<file path="src/rtl/rx_len_typ_pkg.sv">
// Shared constants and types for the rx length/type parser.
package rx_len_typ_pkg;

  localparam logic [15:0] TPID_CTAG         = 16'h8100;
  localparam logic [15:0] TPID_STAG         = 16'h88A8;
  localparam logic [15:0] TYPE_PAUSE        = 16'h8808;
  localparam logic [15:0] LEN_TYPE_BOUNDARY = 16'h0600;
  localparam logic [15:0] LEN_RSVD_LO       = 16'h05DD;
  localparam logic [15:0] LEN_RSVD_HI       = 16'h05FF;

  localparam logic [15:0] HDR_LEN_UNTAG = 16'd14;
  localparam logic [15:0] HDR_FCS_LEN   = 16'd18;
  localparam logic [15:0] MIN_PAY_UNTAG = 16'd46;
  localparam logic [15:0] MIN_PAY_TAG   = 16'd42;

  typedef enum logic {IDLE = 1'b0, INFRM = 1'b1} state_t;

  function automatic logic is_tpid(input logic [15:0] v);
    return (v == TPID_CTAG) || (v == TPID_STAG);
  endfunction

endpackage

</file>
<file path="src/rtl/rx_len_typ_parser_capture.sv">
// Beat-index counter and Length/Type candidate capture behind up to MAX_TAGS VLAN tags.
module rx_hdr_field_capture
  import rx_len_typ_pkg::*;
#(
  parameter int DATA_BYTES = 8,
  parameter int MAX_TAGS   = 2
) (
  input  logic                    clk,
  input  logic                    rst_n,
  input  logic                    beat,
  input  logic                    sof,
  input  logic [8*DATA_BYTES-1:0] data,
  output logic [15:0]             cand_nx [MAX_TAGS+1]
);

  localparam int BASE      = int'(HDR_LEN_UNTAG) - 2;
  localparam int LAST_BEAT = (BASE + 4*MAX_TAGS) / DATA_BYTES;
  localparam int IDX_W     = $clog2(LAST_BEAT + 2);

  logic [IDX_W-1:0] idx, idx_cur;
  logic [15:0]      cand [MAX_TAGS+1];
  logic             unused_lanes;

  assign idx_cur      = sof ? '0 : idx;
  assign unused_lanes = ^data;

  // Stage p0: candidate view including the current beat, so eof-beat captures resolve in time
  always_comb begin
    for (int i = 0; i <= MAX_TAGS; i++) begin
      cand_nx[i] = sof ? 16'h0000 : cand[i];
      if (beat && (idx_cur == IDX_W'((BASE + 4*i) / DATA_BYTES)))
        cand_nx[i] = {data[8*((BASE + 4*i) % DATA_BYTES) +: 8],
                      data[8*((BASE + 4*i) % DATA_BYTES + 1) +: 8]};
    end
  end

  always_ff @(posedge clk or negedge rst_n) begin
    if (!rst_n) begin
      idx <= '0;
      for (int i = 0; i <= MAX_TAGS; i++) cand[i] <= 16'h0000;
    end else if (beat) begin
      idx <= (idx_cur > IDX_W'(LAST_BEAT)) ? idx_cur : idx_cur + 1'b1;
      for (int i = 0; i <= MAX_TAGS; i++) cand[i] <= cand_nx[i];
    end
  end

endmodule

</file>
<file path="src/rtl/rx_len_typ_parser.sv">
// Per-frame length/type parser: byte count, VLAN-tag walk, size and length-field checks.
// Optional Length-field consistency check enabled by defining RX_LEN_FIELD_CHECK_EN.
module rx_len_typ_parser
  import rx_len_typ_pkg::*;
#(
  parameter int DATA_BYTES    = 8,
  parameter int MAX_TAGS      = 2,
  parameter int MIN_FRAME_LEN = 64,
  parameter int MAX_STD_LEN   = 1518,
  parameter int MAX_JUMBO_LEN = 9018
) (
  input  logic                              rxclk,
  input  logic                              reset_n,
  input  logic                              jumbo_enable,
  input  logic                              vlan_enable,
  input  logic                              rx_valid,
  input  logic                              rx_sof,
  input  logic                              rx_eof,
  input  logic [$clog2(DATA_BYTES+1)-1:0]   rx_eof_bytes,
  input  logic [8*DATA_BYTES-1:0]           rx_data,
  output logic                              result_valid,
  output logic [15:0]                       frame_len,
  output logic [15:0]                       len_typ,
  output logic [1:0]                        tag_count,
  output logic                              is_pause,
  output logic                              pad_present,
  output logic                              undersize_error,
  output logic                              length_error,
  output logic                              len_mismatch_error
);

  state_t      state, state_nx;
  logic        sof_beat, in_frame_beat, frame_end;
  logic [15:0] byte_cnt, byte_cnt_nx;
  logic [15:0] cand_nx [MAX_TAGS+1];

  logic        walking, ovf_p0, mismatch_p0;
  logic [1:0]  tc_p0;
  logic [15:0] lt_p0, limit_p0, minpay_p0;

  logic        vld_p1, pause_p1, pad_p1, under_p1, lerr_p1, mm_p1;
  logic [1:0]  tc_p1;
  logic [15:0] len_p1, lt_p1;

  function automatic logic [15:0] sat_add16(input logic [15:0] a, input logic [15:0] b);
    logic [16:0] s;
    s = {1'b0, a} + {1'b0, b};
    return s[16] ? 16'hFFFF : s[15:0];
  endfunction

  assign sof_beat      = rx_valid & rx_sof;
  assign in_frame_beat = sof_beat | (rx_valid & (state == INFRM));
  assign frame_end     = in_frame_beat & rx_eof;
  assign byte_cnt_nx   = sat_add16(sof_beat ? 16'h0000 : byte_cnt,
                                   rx_eof ? 16'(rx_eof_bytes) : 16'(DATA_BYTES));

  rx_hdr_field_capture #(
    .DATA_BYTES (DATA_BYTES),
    .MAX_TAGS   (MAX_TAGS)
  ) u_capture (
    .clk     (rxclk),
    .rst_n   (reset_n),
    .beat    (in_frame_beat),
    .sof     (sof_beat),
    .data    (rx_data),
    .cand_nx (cand_nx)
  );

  always_ff @(posedge rxclk or negedge reset_n) begin
    if (!reset_n) begin
      state    <= IDLE;
      byte_cnt <= 16'h0000;
    end else begin
      state <= state_nx;
      if (in_frame_beat) byte_cnt <= byte_cnt_nx;
    end
  end

  always_comb begin
    state_nx = state;
    if (rx_valid) begin
      if (rx_sof)      state_nx = rx_eof ? IDLE : INFRM;
      else if (rx_eof) state_nx = IDLE;
    end
  end

  // Stage p0: tag walk and frame checks, evaluated on the eof beat
  always_comb begin
    walking = vlan_enable;
    tc_p0   = 2'd0;
    lt_p0   = cand_nx[0];
    for (int i = 0; i < MAX_TAGS; i++) begin
      if (walking && is_tpid(cand_nx[i])) begin
        tc_p0 = tc_p0 + 2'd1;
        lt_p0 = cand_nx[i+1];
      end else begin
        walking = 1'b0;
      end
    end
    ovf_p0    = walking & is_tpid(cand_nx[MAX_TAGS]);
    limit_p0  = (jumbo_enable ? 16'(MAX_JUMBO_LEN) : 16'(MAX_STD_LEN)) + {12'h000, tc_p0, 2'b00};
    minpay_p0 = (tc_p0 == 2'd0) ? MIN_PAY_UNTAG : MIN_PAY_TAG;
  end

`ifdef RX_LEN_FIELD_CHECK_EN
  logic [15:0] hdr_p0, payload_p0;
  logic        field_bad_p0;

  always_comb begin
    hdr_p0       = HDR_FCS_LEN + {12'h000, tc_p0, 2'b00};
    payload_p0   = (byte_cnt_nx > hdr_p0) ? byte_cnt_nx - hdr_p0 : 16'h0000;
    field_bad_p0 = ((lt_p0 < LEN_TYPE_BOUNDARY) &&
                    ((lt_p0 > payload_p0) || ((lt_p0 != payload_p0) && (payload_p0 > minpay_p0)))) ||
                   ((lt_p0 >= LEN_RSVD_LO) && (lt_p0 <= LEN_RSVD_HI));
  end

  assign mismatch_p0 = ovf_p0 | field_bad_p0;
`else
  assign mismatch_p0 = ovf_p0;
`endif

  // Stage p1: registered result, held until the next frame completes
  always_ff @(posedge rxclk or negedge reset_n) begin
    if (!reset_n) begin
      vld_p1   <= 1'b0;
      len_p1   <= 16'h0000;
      lt_p1    <= 16'h0000;
      tc_p1    <= 2'd0;
      pause_p1 <= 1'b0;
      pad_p1   <= 1'b0;
      under_p1 <= 1'b0;
      lerr_p1  <= 1'b0;
      mm_p1    <= 1'b0;
    end else begin
      vld_p1 <= frame_end;
      if (frame_end) begin
        len_p1   <= byte_cnt_nx;
        lt_p1    <= lt_p0;
        tc_p1    <= tc_p0;
        pause_p1 <= (lt_p0 == TYPE_PAUSE);
        pad_p1   <= (lt_p0 < LEN_TYPE_BOUNDARY) && (lt_p0 < minpay_p0);
        under_p1 <= (byte_cnt_nx < 16'(MIN_FRAME_LEN));
        lerr_p1  <= (byte_cnt_nx > limit_p0);
        mm_p1    <= mismatch_p0;
      end
    end
  end

  assign result_valid       = vld_p1;
  assign frame_len          = len_p1;
  assign len_typ            = lt_p1;
  assign tag_count          = tc_p1;
  assign is_pause           = pause_p1;
  assign pad_present        = pad_p1;
  assign undersize_error    = under_p1;
  assign length_error       = lerr_p1;
  assign len_mismatch_error = mm_p1;

endmodule

</file>
<file path="config.mk">
export PLATFORM = sky130hd
export DESIGN_NAME = rx_len_typ_parser
export DESIGN_NICKNAME = d
export VERILOG_FILES = /design/src/rtl/rx_len_typ_pkg.sv /design/src/rtl/rx_len_typ_parser_capture.sv /design/src/rtl/rx_len_typ_parser.sv
export SDC_FILE = /design/constraint.sdc
export NUM_CORES = 1
export LEC_CHECK = 0
export BUFFER_PORTS_ARGS = -buffer_cell sky130_fd_sc_hd__clkbuf_2
export CAP_MARGIN = 20
export CORE_UTILIZATION = 35
export CTS_CLUSTER_DIAMETER = 120
export DETAILED_ROUTE_END_ITERATION = 7
export PLACE_DENSITY = 0.51
export SYNTH_ARGS = -nofsm -noshare
export SYNTH_HDL_FRONTEND = slang
export SYNTH_HIERARCHICAL = 1
export SYNTH_SLANG_ARGS = --single-unit
</file>
<file path="constraint.sdc">
create_clock -name rxclk -period 6.95 [get_ports rxclk]
set_input_delay 1.0425 -clock rxclk [delete_from_list [all_inputs] [get_ports rxclk]]
set_output_delay 1.0425 -clock rxclk [all_outputs]
set_load 0.02 [all_outputs]
</file>
==> results.sh <==
export IMPL_run_status="finished with violations"
export IMPL_violations="design-rule violations"
export IMPL_antenna_found_initial=0
export IMPL_die_w_um=138
export IMPL_grt_usage=0.212
export IMPL_finalWirelength_mm=19.7
export IMPL_fin_crit_sh=0.827
export IMPL_hold_path_class="register to register"
export IMPL_pin_count=115
export IMPL_yosysUniqueCellTypes=63
export IMPL_layout_setup_ws_ns=1.20
export IMPL_r2r_slack_ns=1.56
export IMPL_viasPerCell=5.54
export IMPL_min_period_ns=5.75
export IMPL_cp_start_kind="input pin"
export IMPL_reg2reg_to="length_error$_DFFE_PN0P_"
export IMPL_slew_headroom=0.430
export IMPL_syn_to_final_growth_pct=12.3
export IMPL_r2r_start="state$_DFFE_PN0P_"
export IMPL_worst_pin_slew_ns=0.855
export IMPL_path_buf_inv=3
export IMPL_cp_cell_sequence="clkbuf_2 > o21ai_2 > inv_1 > buf_4 > nand3b_1 > nand2_1 > a21oi_1 > and4b_2 > mux2i_1 > or4_1 > fa_1 > xor2_1 > ha_1 > nand4_1 > o21a_1 > a31oi_1 > nand4b_1 > a211oi_1"
export IMPL_ctsResizeCount=0
export IMPL_async_flop_share=1.00
export IMPL_ctsLongestPathBuffers=2
export IMPL_setup_viol=0
export IMPL_fin_skew_ns=0.00682
export IMPL_min_to="frame_len[12]$_DFFE_PN0P_"
export IMPL_die_area_um2=19200
export IMPL_drt_initial_drc_count=506
export IMPL_timing_setup_tns_ns=0
export IMPL_syn_nets=875
export IMPL_worst_hold_startpoint="frame_len[12]$_DFFE_PN0P_"
export IMPL_seq_area_frac_synth=0.411
export IMPL_vias=5909
export IMPL_drive_gt1_frac=0.158
export IMPL_dp_hpwl_mm=14.3
export IMPL_core_area_um2=18100
export IMPL_clock_fmax_mhz=174
export IMPL_maxCapViolCount=0
export IMPL_yosys_area_top_type_share=0.411
export IMPL_ys_ff_latch=107
export IMPL_row_count=49
export IMPL_synth_edf_count=0
export IMPL_crit_start="rx_sof"
export IMPL_crit_family="simple AND/OR/NAND/NOR gates"
export IMPL_hold_path_depth=2
export IMPL_hold_viol=0
export IMPL_grt_pass1_wl_mm=31.8
export IMPL_drtPass1Iterations=7
export IMPL_crit_fanout=34
export IMPL_stdcell_area_um2=7310
export IMPL_netlist_area_um2=6510
export IMPL_clk_latency_ns=0.36
export IMPL_final_util=0.404
export IMPL_start_util=0.360
export IMPL_placed_cells=1050
export IMPL_leakagePower_nw=3.66
export IMPL_cts_tree="built"
export IMPL_synth_cells=782
export IMPL_instances_no_fill=1067
export IMPL_grt_pass1_vias=5753
export IMPL_post_place_ws_ns=0.895
export IMPL_ant_nets=0
export IMPL_fin_nets=926
export IMPL_drcViolationCount=12
export IMPL_synth_main_ff_cell="dfrtp_1"
export IMPL_overflow=0
export IMPL_crit_arrival_ns=6.00
export IMPL_cts_hold_buf=0
export IMPL_ctsRootBufferMaster="clkbuf_16"
export IMPL_avgRoutedWirePerCell_um=18.4
export IMPL_hold_slack_ns=0.478
export IMPL_rsz0062_at_grt="false"
export IMPL_htree_levels=3
export IMPL_drv_slew=0
export IMPL_cts_sinks=107
export IMPL_cts_buffers=9
export IMPL_io_buffers=82
export IMPL_synth_top_area_cell="dfrtp_1"
export IMPL_path_class="input pin to register"
export IMPL_cpMaxStageDelayCell="or4_1"
export IMPL_avgSynthCellArea_um2=8.33
export IMPL_gp_congestion=0.931
export IMPL_power_density_nw_per_um2=319
export IMPL_required_ns=7.21
export IMPL_synth_area_top_cells="dfrtp_1, nand2_1, a21oi_1, o21ai_0, inv_1"
export IMPL_placed_area_um2=6990
export IMPL_endpoint_kind="register"
export IMPL_die_h_um=138
export IMPL_postCtsSetupBuffers=0
export IMPL_critPathMaxStageDelay_ns=0.71
export IMPL_grt_max_degree=82
export IMPL_diodes=0
export IMPL_synth_yosys_warnings=6
export IMPL_reg2regPathDepth=17
export IMPL_clk_pin_slew_ns=0.07
export IMPL_p_total_mw=2.33
export IMPL_peakVddDrop_mv=0.117
==> flip-flops by register name, indices dropped and copies added (netlist names), 2 cells and up <==
name	cells
byte_cnt	16
u_capture/cand	48
tag_count	2
len_typ	16
u_capture/idx	2
frame_len	16
==> area by class of cell <==
type,count,area [µm²]
Sequential cell,107,2680
Tap cell,229,287
Clock inverter,5,61.3
Inverter,71,272
Multi-Input combinational cell,549,3250
Timing Repair Buffer,95,510
Fill cell,1853,10800
Clock buffer,11,253
==> placed cells by master, fill, tap and decap left out, drive strengths merged, types with 3 or more instances in the layout <==
cell type / count
nand2: 149
dfrtp: 107
clkbuf: 92
inv: 70
o21ai: 64
a21oi: 59
o22ai: 34
a22oi: 33
nor2: 28
nand2b: 19
o221ai: 17
ha: 16
buf: 14
nand4: 10
a21o: 8
and2: 8
nor3: 7
nand3: 7
mux2i: 7
nor4: 6
a31o: 6
clkinv: 5
or3: 4
nor4b: 4
and4: 4
xnor2: 4
a211oi: 4
and3: 3
mux2: 3
a31oi: 3
a211o: 3
a221oi: 3
o41ai: 3
==> Yosys cell counts, drive strengths merged, types with 3 or more instances <==
| cell type | number |
|---|---|
| dfrtp | 107 |
| a22oi | 33 |
| and3 | 3 |
| nand3 | 7 |
| a211oi | 4 |
| nand2 | 149 |
| a31oi | 3 |
| o21ai | 64 |
| a21o | 8 |
| o221ai | 17 |
| ha | 16 |
| or3 | 4 |
| a221oi | 3 |
| nor2 | 28 |
| nor4b | 4 |
| nor4 | 6 |
| xnor2 | 4 |
| and2 | 8 |
| clkbuf | 34 |
| buf | 21 |
| mux2i | 7 |
| a211o | 3 |
| inv | 70 |
| nand2b | 19 |
| nor3 | 7 |
| o41ai | 3 |
| and4 | 4 |
| nand4 | 10 |
| a21oi | 59 |
| o22ai | 34 |
| a31o | 6 |
| mux2 | 3 |
==> report_power, final <==
| group | switching [mW] | internal, mW | total, mW |
|---|---|---|---|
| sequential | 0.126 | 0.793 | 0.918 |
| combinational | 0.547 | 0.328 | 0.874 |
| clock | 0.241 | 0.301 | 0.542 |
==> kinds of logic (layout without fill, tap and decap cells) <==
logic type               after synthesis  after routing  synth area share
AND/OR/NAND/NOR                      266            266             0.194
AO/OA/AOI/OAI                        249            249             0.243
buffers and inverters                126            182            0.0910
flip-flops                           107            107             0.411
adder cells (fa/ha/maj)               18             18            0.0369
multiplexers                          10             10            0.0159
XOR/XNOR                               6              6           0.00807
==> worst min-delay path, cell delays in order, from the launching register on <==
cell,delay [ns]
dfrtp_1,0.35
nand2_1,0.05
nand2_1,0.05
==> per-layer routing <==
metal  wire [µm]  global-route usage  up-vias
met5           0                   0        -
met4         275              0.0574        0
met3         974              0.0436       20
met2        9800               0.358      180
met1        8620               0.277     2855
li1            -                   -     2854
==> worst max path at each step <==
stage	endpoint	slack [ns]	depth (start not counted)
2_1_floorplan	length_error$_DFFE_PN0P_	1.80	21
3_3_place_gp	length_error$_DFFE_PN0P_	0.95	18
3_5_place_dp	length_error$_DFFE_PN0P_	0.90	18
4_1_cts	length_error$_DFFE_PN0P_	1.25	18
5_1_grt	length_error$_DFFE_PN0P_	0.90	18
6_report	length_error$_DFFE_PN0P_	1.20	18
(Power assumes the default switching activity.)
